$ cat src/rtl/aibcr3_tx_dly_align_if.sv
// ----------------------------------------------------------------------------
// aibcr3_tx_dly_align_if
//   Bundles the core-side TX data path of aibcr3_tx_dly_align.
//   master : core side (drives data/valid in, observes delayed data/valid)
//   slave  : delay-align block (consumes data/valid in, drives delayed outputs)
// Signals:
//   ihssi_tx_data_in      [DWIDTH] core TX data
//   ihssi_tx_data_vld     [1]      valid qualifier travelling with the data
//   ihssi_tx_data_out_dly [DWIDTH] delayed TX data (0 while settling)
//   tx_data_vld_out       [1]      delayed valid (0 while settling)
// ----------------------------------------------------------------------------
interface aibcr3_tx_dly_align_if #(
   parameter int DWIDTH = 40
);
   logic [DWIDTH-1:0] ihssi_tx_data_in;
   logic              ihssi_tx_data_vld;
   logic [DWIDTH-1:0] ihssi_tx_data_out_dly;
   logic              tx_data_vld_out;

   modport master (
      output ihssi_tx_data_in,
      output ihssi_tx_data_vld,
      input  ihssi_tx_data_out_dly,
      input  tx_data_vld_out
   );

   modport slave (
      input  ihssi_tx_data_in,
      input  ihssi_tx_data_vld,
      output ihssi_tx_data_out_dly,
      output tx_data_vld_out
   );
endinterface

$ cat src/rtl/aibcr3_tx_dly_align.sv
// ----------------------------------------------------------------------------
// aibcr3_tx_dly_align
//   Transmit-side latency matcher for the RX DCC delay mimic. Core TX data is
//   launched through a register pipeline whose tap depth is
//      L = 1 + dly_sel + (DCC active ? 1 : 0)
//   so TX latency follows the RX mimic. Output data/valid are blanked for
//   SETTLE_CYC cycles after reset release or any latency-config change.
// Ports:
//   tx_clk            in   TX core clock, rising edge
//   tx_rst            in   synchronous active-high reset
//   tx_if             slave  data/valid in, delayed data/valid out
//   csr_reg6          in   1: DLL controls bypass, 0: DPRIO controls bypass
//   idll_core2dll_1   in   DLL bypass request (async)
//   rb_dcc_byp_dprio  in   DPRIO DCC enable, bypass is its inverse (async)
//   rb_tx_dly_sel     in   extra delay stages (quasi-static, clamped to MAXSEL)
//   dcc_byp_mux_q     out  synchronized bypass select (1 = DCC bypassed)
//   tx_dly_settling   out  high while outputs are blanked
// ----------------------------------------------------------------------------
module aibcr3_tx_dly_align #(
   parameter int DWIDTH     = 40,
   parameter int MAXSEL     = 3,
   parameter int SETTLE_CYC = 8
) (
   input  logic                       tx_clk,
   input  logic                       tx_rst,
   aibcr3_tx_dly_align_if.slave       tx_if,
   input  logic                       csr_reg6,
   input  logic                       idll_core2dll_1,
   input  logic                       rb_dcc_byp_dprio,
   input  logic [1:0]                 rb_tx_dly_sel,
   output logic                       dcc_byp_mux_q,
   output logic                       tx_dly_settling
);

   localparam int DEPTH = MAXSEL + 2;
   localparam int LW    = $clog2(DEPTH + 1);
   localparam int CW    = $clog2(SETTLE_CYC);
   localparam logic [CW-1:0] CNT_INIT = CW'(SETTLE_CYC - 1);
   localparam logic [1:0]    SEL_MAX  = 2'(MAXSEL);

   typedef enum logic {
      SETTLE,
      RUN
   } state_t;

   // bypass synchronizer
   logic byp_raw;
   logic byp_sync1_q, byp_sync1_d;
   logic dcc_byp_mux_d;

   // latency config
   logic [1:0] dly_sel_q, dly_sel_d;
   logic [2:0] cfg;
   logic [2:0] cfg_d1_q, cfg_d1_d;
   logic       chg;

   // data/valid pipeline, stage 1 holds the most recent sample
   logic [DEPTH:1][DWIDTH-1:0] pipe_q, pipe_d;
   logic [DEPTH:1]             vld_q,  vld_d;
   logic [LW-1:0]              lat;
   logic [DWIDTH-1:0]          tap_data;
   logic                       tap_vld;

   // settle FSM
   state_t        state_q, state_d;
   logic [CW-1:0] cnt_q, cnt_d;

   // -------------------------------------------------------------------------
   // Bypass select and config tracking
   // -------------------------------------------------------------------------
   always_comb begin
      byp_raw       = csr_reg6 ? idll_core2dll_1 : ~rb_dcc_byp_dprio;
      byp_sync1_d   = byp_raw;
      dcc_byp_mux_d = byp_sync1_q;

      if (int'(rb_tx_dly_sel) > MAXSEL) begin
         dly_sel_d = SEL_MAX;
      end else begin
         dly_sel_d = rb_tx_dly_sel;
      end

      cfg      = {dcc_byp_mux_q, dly_sel_q};
      cfg_d1_d = cfg;
      chg      = (cfg != cfg_d1_q);
   end

   // -------------------------------------------------------------------------
   // Pipeline shift (unconditional, valid rides alongside data)
   // -------------------------------------------------------------------------
   always_comb begin
      pipe_d = {pipe_q[DEPTH-1:1], tx_if.ihssi_tx_data_in};
      vld_d  = {vld_q[DEPTH-1:1],  tx_if.ihssi_tx_data_vld};
   end

   // -------------------------------------------------------------------------
   // Tap select: stage L holds the word sampled L-1 edges before the latest
   // -------------------------------------------------------------------------
   always_comb begin
      lat      = LW'(dly_sel_q) + (dcc_byp_mux_q ? LW'(1) : LW'(2));
      tap_data = '0;
      tap_vld  = 1'b0;
      for (int unsigned i = 1; i <= DEPTH; i++) begin
         if (lat == LW'(i)) begin
            tap_data = pipe_q[i];
            tap_vld  = vld_q[i];
         end
      end
   end

   // -------------------------------------------------------------------------
   // Settle FSM: a config change always reloads the window, even mid-window
   // -------------------------------------------------------------------------
   always_comb begin
      state_d = state_q;
      cnt_d   = cnt_q;

      if (chg) begin
         state_d = SETTLE;
         cnt_d   = CNT_INIT;
      end else if (state_q == SETTLE) begin
         if (cnt_q == '0) begin
            state_d = RUN;
         end else begin
            cnt_d = cnt_q - CW'(1);
         end
      end

      tx_dly_settling = (state_q == SETTLE);
      if (state_q == RUN) begin
         tx_if.ihssi_tx_data_out_dly = tap_data;
         tx_if.tx_data_vld_out       = tap_vld;
      end else begin
         tx_if.ihssi_tx_data_out_dly = '0;
         tx_if.tx_data_vld_out       = 1'b0;
      end
   end

   // -------------------------------------------------------------------------
   // State registers
   // -------------------------------------------------------------------------
   always_ff @(posedge tx_clk) begin
      if (tx_rst) begin
         byp_sync1_q   <= 1'b0;
         dcc_byp_mux_q <= 1'b0;
         dly_sel_q     <= '0;
         cfg_d1_q      <= '0;
         pipe_q        <= '0;
         vld_q         <= '0;
         state_q       <= SETTLE;
         cnt_q         <= CNT_INIT;
      end else begin
         byp_sync1_q   <= byp_sync1_d;
         dcc_byp_mux_q <= dcc_byp_mux_d;
         dly_sel_q     <= dly_sel_d;
         cfg_d1_q      <= cfg_d1_d;
         pipe_q        <= pipe_d;
         vld_q         <= vld_d;
         state_q       <= state_d;
         cnt_q         <= cnt_d;
      end
   end

endmodule

$ cat src/flat_wrapper.sv
// flat-port wrapper written by rule: the top's interface ports become plain ports
module aibcr3_tx_dly_align_flat 
#(
   parameter int DWIDTH     = 40,
   parameter int MAXSEL     = 3,
   parameter int SETTLE_CYC = 8
)
  (tx_clk, tx_rst, csr_reg6, idll_core2dll_1, rb_dcc_byp_dprio, rb_tx_dly_sel, dcc_byp_mux_q, tx_dly_settling, tx_if_ihssi_tx_data_in, tx_if_ihssi_tx_data_vld, tx_if_ihssi_tx_data_out_dly, tx_if_tx_data_vld_out);
  aibcr3_tx_dly_align_if #(.DWIDTH(DWIDTH)) tx_if_i ();
  input  logic tx_clk;
  input  logic tx_rst;
  input  logic csr_reg6;
  input  logic idll_core2dll_1;
  input  logic rb_dcc_byp_dprio;
  input  logic [1:0] rb_tx_dly_sel;
  output logic dcc_byp_mux_q;
  output logic tx_dly_settling;
  input wire logic [$bits(tx_if_i.ihssi_tx_data_in)-1:0] tx_if_ihssi_tx_data_in;
  input wire logic [$bits(tx_if_i.ihssi_tx_data_vld)-1:0] tx_if_ihssi_tx_data_vld;
  output wire logic [$bits(tx_if_i.ihssi_tx_data_out_dly)-1:0] tx_if_ihssi_tx_data_out_dly;
  output wire logic [$bits(tx_if_i.tx_data_vld_out)-1:0] tx_if_tx_data_vld_out;
  assign tx_if_i.ihssi_tx_data_in = tx_if_ihssi_tx_data_in;
  assign tx_if_i.ihssi_tx_data_vld = tx_if_ihssi_tx_data_vld;
  assign tx_if_ihssi_tx_data_out_dly = tx_if_i.ihssi_tx_data_out_dly;
  assign tx_if_tx_data_vld_out = tx_if_i.tx_data_vld_out;
  aibcr3_tx_dly_align #(.DWIDTH(DWIDTH), .MAXSEL(MAXSEL), .SETTLE_CYC(SETTLE_CYC)) u_core (.tx_clk(tx_clk), .tx_rst(tx_rst), .tx_if(tx_if_i), .csr_reg6(csr_reg6), .idll_core2dll_1(idll_core2dll_1), .rb_dcc_byp_dprio(rb_dcc_byp_dprio), .rb_tx_dly_sel(rb_tx_dly_sel), .dcc_byp_mux_q(dcc_byp_mux_q), .tx_dly_settling(tx_dly_settling));
endmodule
$ cat config.mk
export PLATFORM = sky130hd
export DESIGN_NAME = aibcr3_tx_dly_align_flat
export DESIGN_NICKNAME = d
export VERILOG_FILES = /design/src/rtl/aibcr3_tx_dly_align_if.sv /design/src/rtl/aibcr3_tx_dly_align.sv /design/src/flat_wrapper.sv
export SDC_FILE = /design/constraint.sdc
export NUM_CORES = 1
export LEC_CHECK = 0
export CORE_MARGIN = 1.5
export CORE_UTILIZATION = 40
export DETAILED_ROUTE_END_ITERATION = 12
export GPL_ROUTABILITY_DRIVEN = 0
export GPL_TIMING_DRIVEN = 0
export PLACE_DENSITY = 0.64
export SKIP_CTS_REPAIR_TIMING = 1
export SYNTH_ARGS = -nofsm -noshare
export SYNTH_HDL_FRONTEND = slang
export SYNTH_SLANG_ARGS = --single-unit
$ cat constraint.sdc
create_clock -name tx_clk -period 2.8 [get_ports tx_clk]
set_input_delay 0.56 -clock tx_clk [delete_from_list [all_inputs] [get_ports tx_clk]]
set_output_delay 0.56 -clock tx_clk [all_outputs]
set_load 0.02 [all_outputs]
==> metrics.txt, run 1 <==
Hold WS 0.4427 ns; initial antenna violation count 0; num ports 91; Skew-Pair Late Insertion Delay 0.51 ns; Initial Util 0.4078; routed vias approximately 5,400; min-delay worst type flop to flop; Final Util 0.5408; Syn Inst Count 693; hold_sp u_core.byp_sync1_q$_SDFF_PP0_; max_cap viols 0; Req. time, crit path 2.24 ns; Achievable Freq 297.9 MHz; measured slew at the worst slew-check pin 0.7625 ns; CP max stage delay roughly 0.60 ns; Rows 50; maximum clock path buffer count 3; worst vdd ir 0.0004368 V; core area 0.01871 mm²; gr usage total 0.2004; Max Transition Viols Final 0; CTS tree yes; commonest cells after routing, fill and taps aside dfxtp_1 (214), nor2b_1 (211), buf_4 (55); CP dominant cell by count buf_6; H-Tree Depth 1; number of flops mapped to enable cells by yosys 0; worst clock skew around 0.0093 ns; layout cells sized above 1 0.2247; Area Overhead vs Synth 32.63%; CP Class flop to output port; total gr overflow 0; RSZ-0062 raised after global routing yes; crit path DAT 2.80 ns; Final #Nets approximately 880; FF-to-FF Start u_core.dcc_byp_mux_q$_SDFF_PP0_; CTS buffer count 23; crit path launch type flop; Hold Vio Cnt, Final 0; final wirelength 20,180 µm; fin crit period 3.356 ns; CP max FO 5; CP max stage cell fa_2; first-pass GRT wire length 30,790 µm; pwr dens 657.8 mW/mm²; vias in the first global route ~5,600; vias per cell 5.046; Post-synth ARST share 0; die area between 0.015 and 0.02 mm²; clk sink count 216; final setup violation count 41; hold endpoint u_core.dcc_byp_mux_q$_SDFF_PP0_; Syn. warnings 0; worst setup margin -0.5563 ns; outcome complete, but fails checks; syn nets between 700 and 800; reg-to-reg setup timing slack between 1 and 1.5 ns; drt first pass iters 4; hold depth 1; failing checks setup timing; commonest non-fill, non-tap cell in the layout dfxtp_1; FF-to-FF End u_core.cnt_q[2]$_SDFFE_PP1P_; Initial DRC Count 231; flops & latches, synth 216; Rel. slew slack 0.4917; Leak 3.811 nW; DRC violations left 0; Synth Flop Type dfxtp_1; largest net degree at the start of global routing 14; DIE HEIGHT about 140 µm; Antenna diodes 0; post-detail-place hpwl 12,890 µm; port bufs 90; post-route ant nets 0; mapped cell area 0.007627 mm²; post-synthesis sequential area ratio 0.5669; R2R cell count 4; Critical Path End Type output port; crit path cell chain ha_4, fa_2, buf_6, and2_4, buf_6, buf_12, a32oi_2, a221oi_4, buf_6; period utilisation layout 1.199; Die Width 141.1 µm; root buf cell clkbuf_16; Synth Area per Inst about 11 µm²; Routed WL per cell approximately 19 µm; clock slew at reported path FFs 0.06 ns; synth unique cells 37
==> layer usage <==
metal / global-route usage / vias up / part of all wire
met2: 0.3377 / 129 / 0.48
met1: 0.2588 / 2640 / 0.45
met3: 0.03261 / 37 / 0.044
met5: 0 / - / 0
met4: 0.07346 / 0 / 0.028
li1: - / 2618 / -
==> cell families (layout without fill, tap and decap cells) <==
logic type,Yosys count,after routing,share of synthesized area
buffers and inverters,59,207,0.03986
XOR/XNOR,4,4,0.004594
flip-flops,216,216,0.5669
AO/OA/AOI/OAI,91,91,0.1015
multiplexers,56,56,0.07366
adder cells (fa/ha/maj),4,4,0.007547
AND/OR/NAND/NOR,263,263,0.2059
==> synth_stat cells (2+ instances only) <==
master,count,area share
buf_4,8,0.0079
o221ai_1,21,0.024
dfxtp_1,216,0.57
nand3b_1,2,0.0020
buf_2,12,0.0079
buf_6,5,0.0074
xor2_1,3,0.0034
inv_1,5,0.0025
a32oi_1,16,0.018
ha_1,3,0.0049
a21oi_1,19,0.012
o311ai_0,3,0.0034
a221oi_2,10,0.020
o21ai_0,4,0.0026
nor2_1,7,0.0034
clkinv_1,2,0.00098
nand2_1,33,0.016
mux2i_1,55,0.072
nor2b_1,211,0.17
a2bb2oi_1,8,0.0092
nand2b_1,2,0.0016
o221a_2,2,0.0030
a221oi_1,6,0.0069
clkbuf_1,27,0.013
==> power by group <==
| group | switching [W] | internal [W] | leakage (nW) |
|---|---|---|---|
| logic | 0.000277 | 0.000248 | 1.69 |
| clock network | 0.00119 | 0.00173 | 0.359 |
| registers | 0.0000487 | 0.00317 | 1.77 |
==> worst max path at each step <==
stage / startpoint / end / slack [ns]
6_report: u_core.dcc_byp_mux_q$_SDFF_PP0_ / tx_if_ihssi_tx_data_out_dly[28] / -0.56
5_1_grt: u_core.dcc_byp_mux_q$_SDFF_PP0_ / tx_if_ihssi_tx_data_out_dly[37] / -0.63
4_1_cts: u_core.dcc_byp_mux_q$_SDFF_PP0_ / tx_if_ihssi_tx_data_out_dly[16] / -1.28
3_5_place_dp: u_core.dcc_byp_mux_q$_SDFF_PP0_ / tx_if_ihssi_tx_data_out_dly[16] / -0.73
3_3_place_gp: u_core.dcc_byp_mux_q$_SDFF_PP0_ / tx_if_ihssi_tx_data_out_dly[16] / -0.70
2_1_floorplan: u_core.dcc_byp_mux_q$_SDFF_PP0_ / tx_if_ihssi_tx_data_out_dly[6] / -0.04
==> sequential cells by signal (all words and copies together), names as in the netlist <==
signal                cells
u_core.vld_q              5
u_core.dly_sel_q          2
u_core.state_q            1
u_core.cfg_d1_q           3
u_core.cnt_q              3
u_core.byp_sync1_q        1
u_core.dcc_byp_mux_q      1
u_core.pipe_d           160
u_core.pipe_q            40
==> metrics by stage <==
step,power (W),TNS (ns),area [µm²],cells,setup slack [ns]
2_1_floorplan,0.003541,-0.08782,7652,693,-0.04391
3_3_place_gp,0.003716,-20.43,8846,1017,-0.6973
3_5_place_dp,0.003728,-21.73,8846,1017,-0.7285
4_1_cts,0.006637,-44.45,9572,1056,-1.279
5_1_grt,0.006895,-20.87,10120,1075,-0.6348
6_report,0.006654,-16.79,10120,1075,-0.5563
==> area by class of cell <==
| cell class | instances | area, µm² |
|---|---|---|
| Sequential cell | 216 | 4329 |
| Tap cell | 234 | 292.8 |
| Inverter | 7 | 30.03 |
| Multi-Input combinational cell | 418 | 3381 |
| Buffer | 52 | 361.6 |
| Clock inverter | 7 | 66.31 |
| Clock buffer | 32 | 659.4 |
| Fill cell | 1608 | 8589 |
| Timing Repair Buffer | 109 | 996.0 |
==> critical path, delay by kind of cell, from the launching register on <==
family / cells / cell delay, ns
compound gates: 2 / 0.48
fa+ha+maj: 2 / 0.76
buf+inv: 4 / 0.55
flops: 1 / 0.36
simple gates: 1 / 0.14
(Power assumes the default switching activity.)
==> run 2: changes to the inputs <==
--- a/config.mk
+++ b/config.mk
@@ -6,11 +6,11 @@
 export NUM_CORES = 1
 export LEC_CHECK = 0
 export CORE_MARGIN = 1.5
-export CORE_UTILIZATION = 40
+export CORE_UTILIZATION = 50
 export DETAILED_ROUTE_END_ITERATION = 12
 export GPL_ROUTABILITY_DRIVEN = 0
 export GPL_TIMING_DRIVEN = 0
-export PLACE_DENSITY = 0.64
+export PLACE_DENSITY = 0.77
 export SKIP_CTS_REPAIR_TIMING = 1
 export SYNTH_ARGS = -nofsm -noshare
 export SYNTH_HDL_FRONTEND = slang
==> run 2 against run 1 <==
The run still ends with setup timing left. Combinational power grew 9.0%. Die area shrank 20%. First-iteration DRC count grew 55%. Worst hold slack lost 0.0025 ns. Routed wire length grew 5.8%. Clock power shrank 4%. Clock skew is essentially flat. Final cell count shrank 4.0%. Critical path type unchanged. Largest power group unchanged. Highest routed layer unchanged.
==> metrics.txt, run 2 (synthesized netlist as in run 1, its figures left out) <==
Initial Util 0.5189; DIE HEIGHT 126.5 µm; gr usage total 0.2404; final setup violation count 41; Routed WL per cell 20.69 µm; final wirelength roughly 21,000 µm; max_cap viols 0; fin crit period ~3.4 ns; failing checks setup timing; CP Class flop to output port; clk sink count 216; worst setup margin -0.5556 ns; # fillers 1,009; Achievable Freq around 300 MHz; Hold Vio Cnt, Final 0; Critical Path End Type output port; port bufs 90; root buf cell clkbuf_16; first-pass GRT wire length 30,280 µm; worst clock skew 0.009364 ns; Area Overhead vs Synth 35.71%; Die Width 126.5 µm; vias per cell ~5.6; commonest non-fill, non-tap cell in the layout dfxtp_1; measured slew at the worst slew-check pin between 0.7 and 0.8 ns; Initial DRC Count 359; Leak between 4 and 5 nW; Max Transition Viols Final 0; routed vias 5,818; CTS buffer count 22; die area 0.01600 mm²; Rel. slew slack 0.4726; commonest cells after routing, fill and taps aside dfxtp_1 (214), nor2b_1 (211), buf_4 (52); core area 0.01470 mm²; Rows 44; CP max FO 10; min-delay worst type flop to flop; RSZ-0062 raised after global routing yes; crit path launch type flop; drt first pass iters 5; H-Tree Depth 1; Antenna diodes 0; post-detail-place hpwl around 13,000 µm; outcome complete, but fails checks; post-route ant nets 0; pwr dens about 640 mW/mm²; Final #Nets 888; DRC violations left 0; largest net degree at the start of global routing 14; total gr overflow 0; period utilisation layout 1.198; vias in the first global route 5,747; max reg flops 160; final setup TNS -14.91 ns; clock slew at reported path FFs 0.06 ns; initial antenna violation count 0; CTS tree yes; num ports 91; Final Util 0.7042; Req. time, crit path 2.24 ns; layout cells sized above 1 0.2547; Hold WS 0.4403 ns; worst vdd ir between 0.0004 and 0.0005 V; crit path DAT 2.80 ns; Skew-Pair Late Insertion Delay 0.50 ns; maximum clock path buffer count 3
## run 2: area by class of cell
cell class | instances | area [µm²] | area share
Tap cell | 184 | 230.2 | 0.02224
Timing Repair Buffer | 120 | 1165 | 0.1125
Clock inverter | 2 | 10.01 | 0.0009670
Clock buffer | 34 | 666.9 | 0.06443
Sequential cell | 216 | 4329 | 0.4182
Inverter | 7 | 30.03 | 0.002901
Multi-Input combinational cell | 418 | 3525 | 0.3405
Buffer | 51 | 395.4 | 0.03820
## run 2: per-layer routing
layer / vias to the layer above / global-route usage / share of wire
met1: 2859 / 0.3022 / 0.42
met2: 250 / 0.4249 / 0.48
met4: 0 / 0.08249 / 0.041
met3: 73 / 0.03332 / 0.059
met5: - / 0 / 0
li1: 2636 / - / -
## run 2: through the flow
step	std cells	setup WS (ns)	cell area, µm²	total power (W)
finish	1032	-0.5556	10350	0.006574
global route	1032	-0.6330	10350	0.006748
detailed placement	967	-0.6789	8783	0.003726
global placement	967	-0.6594	8783	0.003709
CTS	1003	-1.250	9460	0.006449
floorplan	693	-0.04391	7652	0.003541
## run 2: path summary, 6_finish.rpt
kind	cells after the start	endpoint	slack, ns	from
max	8	tx_if_ihssi_tx_data_out_dly[25]	-0.56	u_core.dcc_byp_mux_q$_SDFF_PP0_
min	1	u_core.dcc_byp_mux_q$_SDFF_PP0_	0.44	u_core.byp_sync1_q$_SDFF_PP0_
max reg2reg	3	u_core.cnt_q[2]$_SDFFE_PP1P_	1.19	u_core.dcc_byp_mux_q$_SDFF_PP0_
min reg2reg	1	u_core.dcc_byp_mux_q$_SDFF_PP0_	0.44	u_core.byp_sync1_q$_SDFF_PP0_
## run 2: power breakdown
group | leakage, nW | switching, W | internal (W) | total (W)
Sequential | 1.77 | 0.0000552 | 0.00317 | 0.00322
Clock | 0.334 | 0.00116 | 0.00162 | 0.00278
Combinational | 1.95 | 0.000300 | 0.000273 | 0.000572
Total | 4.05 | 0.00151 | 0.00506 | 0.00657
## run 2: worst max-delay path: stages, from the launching register on
cell	delay (ns)
dfxtp_4	0.37
ha_4	0.16
fa_2	0.56
buf_6	0.13
nor3b_4	0.23
buf_6	0.21
a21oi_1	0.13
a221oi_2	0.31
buf_4	0.20
==> run 3: changes to the inputs <==
--- a/config.mk
+++ b/config.mk
@@ -6,11 +6,11 @@
 export NUM_CORES = 1
 export LEC_CHECK = 0
 export CORE_MARGIN = 1.5
-export CORE_UTILIZATION = 50
+export CORE_UTILIZATION = 55
 export DETAILED_ROUTE_END_ITERATION = 12
 export GPL_ROUTABILITY_DRIVEN = 0
 export GPL_TIMING_DRIVEN = 0
-export PLACE_DENSITY = 0.77
+export PLACE_DENSITY = 0.83
 export SKIP_CTS_REPAIR_TIMING = 1
 export SYNTH_ARGS = -nofsm -noshare
 export SYNTH_HDL_FRONTEND = slang
==> run 3 against run 2 <==
The flow still finishes with violations (setup timing). Worst hold slack better by 0.0079 ns. Utilization is 5.2 points higher. Die area is 8.9% lower. Design area is 2.1% lower. Clock skew is 0.0014 ns lower. Count of clock-buffer cells in the layout is 2 lower. Critical endpoint is now tx_if_ihssi_tx_data_out_dly[37]. Largest cell class unchanged. Highest routed layer unchanged.
==> metrics.txt, run 3 (synthesized netlist as in run 1, its figures left out) <==
Initial DRC Count about 490; Req. time, crit path 2.24 ns; Design Area, Final 0.01013 mm²; H-Tree Depth 1; first-pass GRT wire length 29,840 µm; crit path cell chain ha_4, fa_2, buf_6, nor3b_4, buf_6, buf_6, a21oi_2, a221oi_4, buf_6; drt first pass iters 5; Critical Path End Type output port; gr usage total 0.2618; Rel. slew slack 0.5164; root buf cell clkbuf_16; worst vdd ir 0.0004801 V; vias per cell about 5.6; max_cap viols 0; die area 0.01458 mm²; Final #Nets 880; Hold Vio Cnt, Final 0; crit path DAT approximately 2.8 ns; period utilisation layout 1.215; initial antenna violation count 0; final wirelength 21,280 µm; DRC violations left 0; port bufs 90; commonest cells after routing, fill and taps aside dfxtp_1 (214), nor2b_1 (210), mux2i_1 (53); crit path launch type flop; Die Width 120.8 µm; worst setup margin -0.6028 ns; Leak 3.899 nW; clock slew at reported path FFs 0.06 ns; CP max stage cell fa_2; Skew-Pair Late Insertion Delay 0.50 ns; num ports 91; Achievable Freq about 290 MHz; Antenna diodes 0; final setup violation count 41; max reg flops 160; pwr dens 655.8 mW/mm²; worst clock skew about 0.0080 ns; commonest non-fill, non-tap cell in the layout dfxtp_1; Total Power about 0.0066 W; post-route ant nets 0; CTS tree yes; maximum clock path buffer count 3; measured slew at the worst slew-check pin 0.7253 ns; Area Overhead vs Synth 32.86%; total gr overflow 0; outcome complete, but fails checks; # fillers 860; fin crit period about 3.4 ns; final setup TNS -17.67 ns; failing checks setup timing; delay-heaviest family, CP adder cells; Crit path buffers/inverters 4; min-delay worst type flop to flop; Routed WL per cell between 20 and 25 µm; layout cells sized above 1 0.2328; post-detail-place hpwl roughly 13,000 µm; CP max FO 6; RSZ-0062 raised after global routing yes; core area approximately 0.013 mm²; CP dominant cell by count buf_6; largest net degree at the start of global routing 15; DIE HEIGHT 120.8 µm; CP max stage delay 0.61 ns; vias in the first global route 5,862; CTS buffer count 22; CP Class flop to output port; routed vias 5,734; Placed Area around 0.009 mm²; Rows 42; Initial Util 0.5692; Max Transition Viols Final 0; clk sink count ~220
-- run 3: cell types whose count changed in the layout (fill, tap and decap cells not counted), sizes merged --
cell	delta
buf	-6
bufinv	+1
clkbuf	-4
clkinv	+3
-- run 3: cell type report --
class,instances,area (µm²),share of cell area
well taps,176,220.2,0.02173
plain buffers,52,380.4,0.03754
multi-input cells,418,3417,0.3372
inverters,7,30.03,0.002963
clock buffers,32,649.4,0.06408
repair buffers,111,1052,0.1038
clock inverters,6,55.05,0.005433
flip-flops and latches,216,4329,0.4272
-- run 3: power by group --
group	switching (W)	internal (W)	leakage, nW	total (W)
clock network	0.00118	0.00169	0.352	0.00288
logic	0.000290	0.000255	1.78	0.000545
registers	0.0000539	0.00317	1.77	0.00322
-- run 3: worst paths after layout --
path / from / to / slack (ns) / depth (start not counted)
setup / recovery: u_core.dcc_byp_mux_q$_SDFF_PP0_ / tx_if_ihssi_tx_data_out_dly[37] / -0.60 / 9
hold / removal: u_core.byp_sync1_q$_SDFF_PP0_ / u_core.dcc_byp_mux_q$_SDFF_PP0_ / 0.45 / 1
setup reg to reg: u_core.dcc_byp_mux_q$_SDFF_PP0_ / u_core.cnt_q[1]$_SDFFE_PP1P_ / 1.07 / 4
hold reg to reg: u_core.byp_sync1_q$_SDFF_PP0_ / u_core.dcc_byp_mux_q$_SDFF_PP0_ / 0.45 / 1
-- run 3: per-stage QoR --
| stage | hold slack (ns) | instances | utilization | worst slack (ns) |
|---|---|---|---|---|
| floorplan | 0.4138 | 693 | - | -0.04391 |
| detailed placement | 0.4383 | 959 | 0.6547 | -0.6905 |
| CTS | 0.4548 | 997 | 0.7073 | -1.244 |
| finish | 0.4482 | 1018 | 0.7562 | -0.6028 |
| global route | 0.4670 | 1018 | 0.7562 | -0.6315 |
| global placement | 0.4190 | 959 | 0.6547 | -0.6314 |
-- run 3: metal layers --
| layer | part of all wire | GRT usage | wire length, µm | vias up |
|---|---|---|---|---|
| met5 | 0 | 0.003676 | 0 | - |
| met4 | 0.038 | 0.1176 | 812 | 0 |
| met3 | 0.054 | 0.03915 | 1151 | 64 |
| met2 | 0.50 | 0.4471 | 10620 | 218 |
| met1 | 0.41 | 0.3273 | 8691 | 2835 |
| li1 | - | - | - | 2617 |
-- run 3: worst register-to-register path: stages, from the launching register on --
cell and delay (ns):
dfxtp_4 0.36, buf_4 0.13, xor2_1 0.15, nor4_1 0.62, o311ai_0 0.29
